## src/rtl/instr_dcd_burst_if.sv

```systemverilog
// SPI-side byte stream and register-bank strobe bundle for the burst instruction decoder.
// slave = decoder side, master = SPI slave / register bank (or bench) side.
interface instr_dcd_burst_if #(
  parameter int ADDR_W = 6,
  parameter int DATA_W = 16
);
  logic              cs_n;
  logic              byte_sync;
  logic [7:0]        data_in;
  logic [7:0]        data_out;
  logic              read;
  logic              write;
  logic [ADDR_W-1:0] addr;
  logic [DATA_W-1:0] data_read;
  logic [DATA_W-1:0] data_write;

  modport slave (
    input  cs_n, byte_sync, data_in, data_read,
    output data_out, read, write, addr, data_write
  );

  modport master (
    output cs_n, byte_sync, data_in, data_read,
    input  data_out, read, write, addr, data_write
  );
endinterface

```

## src/rtl/instr_dcd_burst.sv

```systemverilog
// SPI instruction decoder: command byte then DATA_W/8 data bytes MSB-first, optional burst auto-increment.
// Strobes one cycle after the deciding byte_sync; no backpressure, byte_sync assumed >= 3 cycles apart.
module instr_dcd_burst #(
  parameter int ADDR_W = 6,
  parameter int DATA_W = 16
) (
  input  logic                  clk,
  input  logic                  rst_n,
  instr_dcd_burst_if.slave      bus
);
  localparam int NB = DATA_W / 8;

  localparam logic [1:0] ST_CMD   = 2'd0;
  localparam logic [1:0] ST_WDATA = 2'd1;
  localparam logic [1:0] ST_RDATA = 2'd2;

  logic [1:0]        state_q,  state_d;
  logic [2:0]        idx_q,    idx_d;
  logic              burst_q,  burst_d;
  logic [ADDR_W-1:0] addr_q,   addr_d;
  logic              read_q,   read_d;
  logic              write_q,  write_d;
  logic              refill_q, refill_d;
  logic [DATA_W-1:0] wsh_q,    wsh_d;
  logic [DATA_W-1:0] rsh_q,    rsh_d;
  logic [DATA_W-1:0] dw_q,     dw_d;

  logic last_byte;
  assign last_byte = (idx_q == 3'(NB - 1));

  always_comb begin
    state_d  = state_q;
    idx_d    = idx_q;
    burst_d  = burst_q;
    addr_d   = addr_q;
    read_d   = 1'b0;
    write_d  = 1'b0;
    refill_d = 1'b0;
    wsh_d    = wsh_q;
    rsh_d    = rsh_q;
    dw_d     = dw_q;

    if (read_q) begin
      rsh_d = bus.data_read;
    end
    if (write_q && burst_q) begin
      addr_d = addr_q + ADDR_W'(1);
    end
    // Burst read refill: strobe and new address one cycle after the word's last byte.
    if (refill_q) begin
      read_d = 1'b1;
      addr_d = addr_q + ADDR_W'(1);
    end

    if (bus.cs_n) begin
      // Frame released: drop any partial word and pending refill, keep addr.
      state_d = ST_CMD;
      idx_d   = 3'd0;
      read_d  = 1'b0;
    end else if (bus.byte_sync) begin
      case (state_q)
        ST_CMD: begin
          burst_d = bus.data_in[6];
          addr_d  = bus.data_in[ADDR_W-1:0];
          idx_d   = 3'd0;
          wsh_d   = '0;
          rsh_d   = '0;
          if (bus.data_in[7]) begin
            state_d = ST_WDATA;
          end else begin
            state_d = ST_RDATA;
            read_d  = 1'b1;
          end
        end
        ST_WDATA: begin
          wsh_d = (wsh_q << 8) | DATA_W'(bus.data_in);
          if (last_byte) begin
            idx_d   = 3'd0;
            dw_d    = wsh_d;
            write_d = 1'b1;
            if (!burst_q) state_d = ST_CMD;
          end else begin
            idx_d = idx_q + 3'd1;
          end
        end
        ST_RDATA: begin
          rsh_d = rsh_q << 8;
          if (last_byte) begin
            idx_d = 3'd0;
            if (burst_q) refill_d = 1'b1;
            else         state_d  = ST_CMD;
          end else begin
            idx_d = idx_q + 3'd1;
          end
        end
        default: begin
          state_d = ST_CMD;
          idx_d   = 3'd0;
        end
      endcase
    end
  end

  always_ff @(posedge clk or negedge rst_n) begin
    if (!rst_n) begin
      state_q  <= ST_CMD;
      idx_q    <= 3'd0;
      burst_q  <= 1'b0;
      addr_q   <= '0;
      read_q   <= 1'b0;
      write_q  <= 1'b0;
      refill_q <= 1'b0;
      wsh_q    <= '0;
      rsh_q    <= '0;
      dw_q     <= '0;
    end else begin
      state_q  <= state_d;
      idx_q    <= idx_d;
      burst_q  <= burst_d;
      addr_q   <= addr_d;
      read_q   <= read_d;
      write_q  <= write_d;
      refill_q <= refill_d;
      wsh_q    <= wsh_d;
      rsh_q    <= rsh_d;
      dw_q     <= dw_d;
    end
  end

  assign bus.read       = read_q;
  assign bus.write      = write_q;
  assign bus.addr       = addr_q;
  assign bus.data_write = dw_q;
  assign bus.data_out   = (state_q == ST_RDATA) ? rsh_q[DATA_W-1 -: 8] : 8'h00;

endmodule

```

## src/flat_wrapper.sv

```systemverilog
// flat-port wrapper written by rule: the top's interface ports become plain ports
module instr_dcd_burst_flat 
#(
  parameter int ADDR_W = 6,
  parameter int DATA_W = 16
)
  (clk, rst_n, bus_cs_n, bus_byte_sync, bus_data_in, bus_data_read, bus_data_out, bus_read, bus_write, bus_addr, bus_data_write);
  instr_dcd_burst_if #(.ADDR_W(ADDR_W), .DATA_W(DATA_W)) bus_i ();
  input  logic clk;
  input  logic rst_n;
  input wire logic [$bits(bus_i.cs_n)-1:0] bus_cs_n;
  input wire logic [$bits(bus_i.byte_sync)-1:0] bus_byte_sync;
  input wire logic [$bits(bus_i.data_in)-1:0] bus_data_in;
  input wire logic [$bits(bus_i.data_read)-1:0] bus_data_read;
  output wire logic [$bits(bus_i.data_out)-1:0] bus_data_out;
  output wire logic [$bits(bus_i.read)-1:0] bus_read;
  output wire logic [$bits(bus_i.write)-1:0] bus_write;
  output wire logic [$bits(bus_i.addr)-1:0] bus_addr;
  output wire logic [$bits(bus_i.data_write)-1:0] bus_data_write;
  assign bus_i.cs_n = bus_cs_n;
  assign bus_i.byte_sync = bus_byte_sync;
  assign bus_i.data_in = bus_data_in;
  assign bus_i.data_read = bus_data_read;
  assign bus_data_out = bus_i.data_out;
  assign bus_read = bus_i.read;
  assign bus_write = bus_i.write;
  assign bus_addr = bus_i.addr;
  assign bus_data_write = bus_i.data_write;
  instr_dcd_burst #(.ADDR_W(ADDR_W), .DATA_W(DATA_W)) u_core (.clk(clk), .rst_n(rst_n), .bus(bus_i));
endmodule
```

## config.mk

```make
export PLATFORM = sky130hd
export DESIGN_NAME = instr_dcd_burst_flat
export DESIGN_NICKNAME = d
export VERILOG_FILES = /design/src/rtl/instr_dcd_burst_if.sv /design/src/rtl/instr_dcd_burst.sv /design/src/flat_wrapper.sv
export SDC_FILE = /design/constraint.sdc
export NUM_CORES = 1
export LEC_CHECK = 0
export CAP_MARGIN = 15
export CELL_PAD_IN_SITES_DETAIL_PLACEMENT = 2
export CELL_PAD_IN_SITES_GLOBAL_PLACEMENT = 2
export CORE_MARGIN = 1
export CORE_UTILIZATION = 25
export DETAILED_ROUTE_END_ITERATION = 6
export DONT_BUFFER_PORTS = 1
export GPL_TIMING_DRIVEN = 0
export HOLD_SLACK_MARGIN = 0.08
export MAX_ROUTING_LAYER = met4
export PLACE_DENSITY_LB_ADDON = 0.3
export SYNTH_ARGS = -nofsm -noshare
export SYNTH_HDL_FRONTEND = slang
export SYNTH_SLANG_ARGS = --single-unit
```

## constraint.sdc

```tcl
create_clock -name clk -period 3.3 [get_ports clk]
set_clock_uncertainty 0.05 [all_clocks]
set_input_delay 0.66 -clock clk [delete_from_list [all_inputs] [get_ports clk]]
set_output_delay 0.66 -clock clk [all_outputs]
set_load 0.03 [all_outputs]
```

==> impl_metrics.yaml <==
status:
  outcome: "finished clean"
critical_path:
  crit_path_top_delay_cell: "dfrtp_1"
  cpPeakStageDelay_ns: 0.40
  cp_num_buf_inv: 1
  worstPathCellList: "inv_1, ha_1, and2_1"
  crit_family: "flip-flops"
  worstPathRequired_ns: 2.59
  worst-path-stages: 3
  arrival_ns: 1.59
  r2r_cells: 6
  crit_path_end_kind: "output port"
  cp_max_fo: 10
  r2r_slack_ns: 1.42
  worst_setup_path_start_kind: "flip-flop"
  path_class: "flip-flop to output port"
cells_and_area:
  final_area_um2: 2800
  fin_cells: 347
  ff_latch_area_um2: 1380
  fillers: 1066
  multiInputGateArea_um2: 1040
  final_layout_size_suffix_gt1_share_pct: 18.2
  diodes: 0
  final_nets: 246
  area_growth_pct: 12.0
route:
  ant_nets: 0
  via_per_inst: 4.72
  first_pass_iters: 3
  wire_per_inst_um: 17.4
  drcViolationCount: 0
  wirelength_mm: 6.02
  vias: 1639
  drtIter0Drc: 24
clock_network:
  h-tree-depth: 2
  cts_tree: "done"
  post_cts_buffers: 0
  clkLatencyLatePin_ns: 0.31
  cts_buffers: 5
  hold_buffers: 1
  cts.sinks: 55
  cts-resized-gates: 0
  cts_root_buffer: "clkbuf_8"
  clock_path_buffers: 2
  clk_pin_slew_ns: 0.10
die:
  boundaryPins: 60
  rows: 36
  die_x_um: 102
  die-height_um: 102
  initial_utilization_pct: 25.6
  coreArea_um2: 9730
  die-area_um2: 10400
logic_synthesis:
  synth.cell_area_um2: 2490
  avgSynthCellArea_um2: 12.1
  synthFlopType: "dfrtp_1"
  ys_async_sr_fraction_pct: 100
  synthMuxAreaShare_pct: 16.2
  synth.top_cell.area_share_pct: 55.2
  ys_types: 37
  synth_top_family_by_area: "multiplexers"
  netlist_instances: 206
  synthXorXnorAreaFrac_pct: 0.351
  synth_edf_count: 0
  synth.area.top_cells: "dfrtp_1, mux2i_1, mux2_4"
  yosysSeqAreaShare_pct: 55.2
  synthAdderAreaFrac_pct: 2.01
  synth_nets: 238
  synth-compound-area-share_pct: 9.03
  ys_ff_latch: 55
  synth_warnings: 0
  synth_top_area_cell: "dfrtp_1"
  synth-simple-area-share_pct: 14.1
global_route:
  grt_usage_pct: 12.4
  grt_pass1_vias: 1798
  overflow: 0
  grt_antenna_before_repair: 0
  grt_max_degree: 56
  grt_pass1_wl_mm: 9.44
timing:
  max_freq_ghz: 0.435
  period_share_pct: 69.6
  tns_ns: 0
  worst_pin_slew_ns: 0.514
  drv_slew: 0
  period_minus_slack_ns: 2.30
  setup_viol: 0
  worst_slew_margin_rel_pct: 65.7
  rsz0062_at_grt: "no"
  finalHoldViolations: 0
power:
  p_leak_nw: 1.32
  powerDensity_nw_per_um2: 591
  peakVddDrop_mv: 0.253
placement:
  dp.cells: 339
  portBuffers: 0
  hpwl_mm: 4.30
  gp_congestion: 0.640
  dpl_cell_area_um2: 2660
min_path:
  hold_class: "input pin to async pin"
job:
  maxCapViolations: 0
flip-flops by register name, summed over array words and instances, names as in the netlist, 2 cells and up:
name	count
u_core.rsh_q	16
u_core.bus.data_write	16
u_core.bus.addr	6
u_core.state_q	2
u_core.wsh_q	8
u_core.idx_q	3
metrics by stage:
step	setup WS [ns]	total power [mW]	hold slack, ns	util, %
after global routing	0.885	1.75	0.155	28.7
final	1.00	1.65	0.162	28.7
after floorplan	1.56	1.14	0.314	-
after detailed placement	1.29	1.22	0.316	27.4
after CTS	0.935	1.69	0.160	28.7
after global placement	1.32	1.20	0.316	27.4
worst paths after layout:
check | end | startpoint
hold / removal | u_core.state_q[0]$_DFFE_PN0P_ | rst_n
setup / recovery | bus_data_out[5] | u_core.state_q[0]$_DFFE_PN0P_
setup reg to reg | u_core.rsh_q[13]$_DFF_PN0_ | u_core.state_q[0]$_DFFE_PN0P_
max in group asynchronous | u_core.bus.addr[2]$_DFF_PN0_ | rst_n
min in group clk | u_core.burst_q$_DFFE_PN0P_ | bus_data_in[6]
hold reg to reg | u_core.rsh_q[11]$_DFF_PN0_ | u_core.rsh_q[3]$_DFF_PN0_
cell families (layout without fill, tap and decap cells):
logic type / Yosys count / after routing
and+or+nand+nor: 61 / 61
DFF: 55 / 55
muxes: 35 / 35
AOI/OAI and AO/OA: 34 / 34
buffers and inverters: 16 / 24
adders and majority gates: 4 / 4
xor gates and xnor gates: 1 / 1
layout make-up:
| type | instances | area share (%) |
|---|---|---|
| multi-input cells | 135 | 37.2 |
| repair buffers | 1 | 0.985 |
| well taps | 133 | 5.95 |
| flip-flops and latches | 55 | 49.2 |
| plain buffers | 9 | 1.88 |
| clock inverters | 2 | 1.34 |
| inverters | 7 | 0.940 |
| clock buffers | 5 | 2.46 |
Yosys cell counts (2+ instances only):
library cell / instances
a21oi_1: 3
nand2_1: 13
or3_1: 2
buf_2: 6
nand3_1: 4
mux2_2: 7
nor2_2: 2
dfrtp_1: 55
and3b_1: 4
a22o_1: 8
mux2i_1: 19
mux2_4: 9
and2_1: 8
nor2_1: 16
o21ai_0: 13
or4_1: 2
inv_1: 7
ha_1: 4
a31oi_1: 4
nand3b_1: 3
worst reg2reg max path, delay by kind of cell (launching register included):
kind	cells	cell delay, ns
and+or+nand+nor	2	0.42
DFF	1	0.40
buffers and inverters	2	0.39
adders and majority gates	1	0.39
AOI/OAI and AO/OA	1	0.11
where the power goes:
group	switching, mW	total, mW	leakage, nW	internal [mW]
Clock	0.222	0.444	0.0502	0.222
Sequential	0.175	0.953	0.734	0.778
Combinational	0.141	0.255	0.540	0.114
layout by cell type, fill, tap and decap left out, types with 4 or more instances in the layout:
cell	n
nor2_1	16
and2_1	8
inv_1	7
o21ai_0	13
a31oi_1	4
ha_1	4
clkbuf_8	5
buf_2	6
and3b_1	4
mux2i_1	19
a22o_1	8
nand3_1	4
mux2_2	7
mux2_4	9
nand2_1	13
dfrtp_1	55
metal layers:
layer  part of all wire (%)  track usage, %  wire (um)
met1                     43            14.0       2580
met2                     49            21.0       2940
met3                    7.6            4.58        460
met4                   0.66            2.31         40
met5                      0               -          0
(Power assumes the default switching activity.)
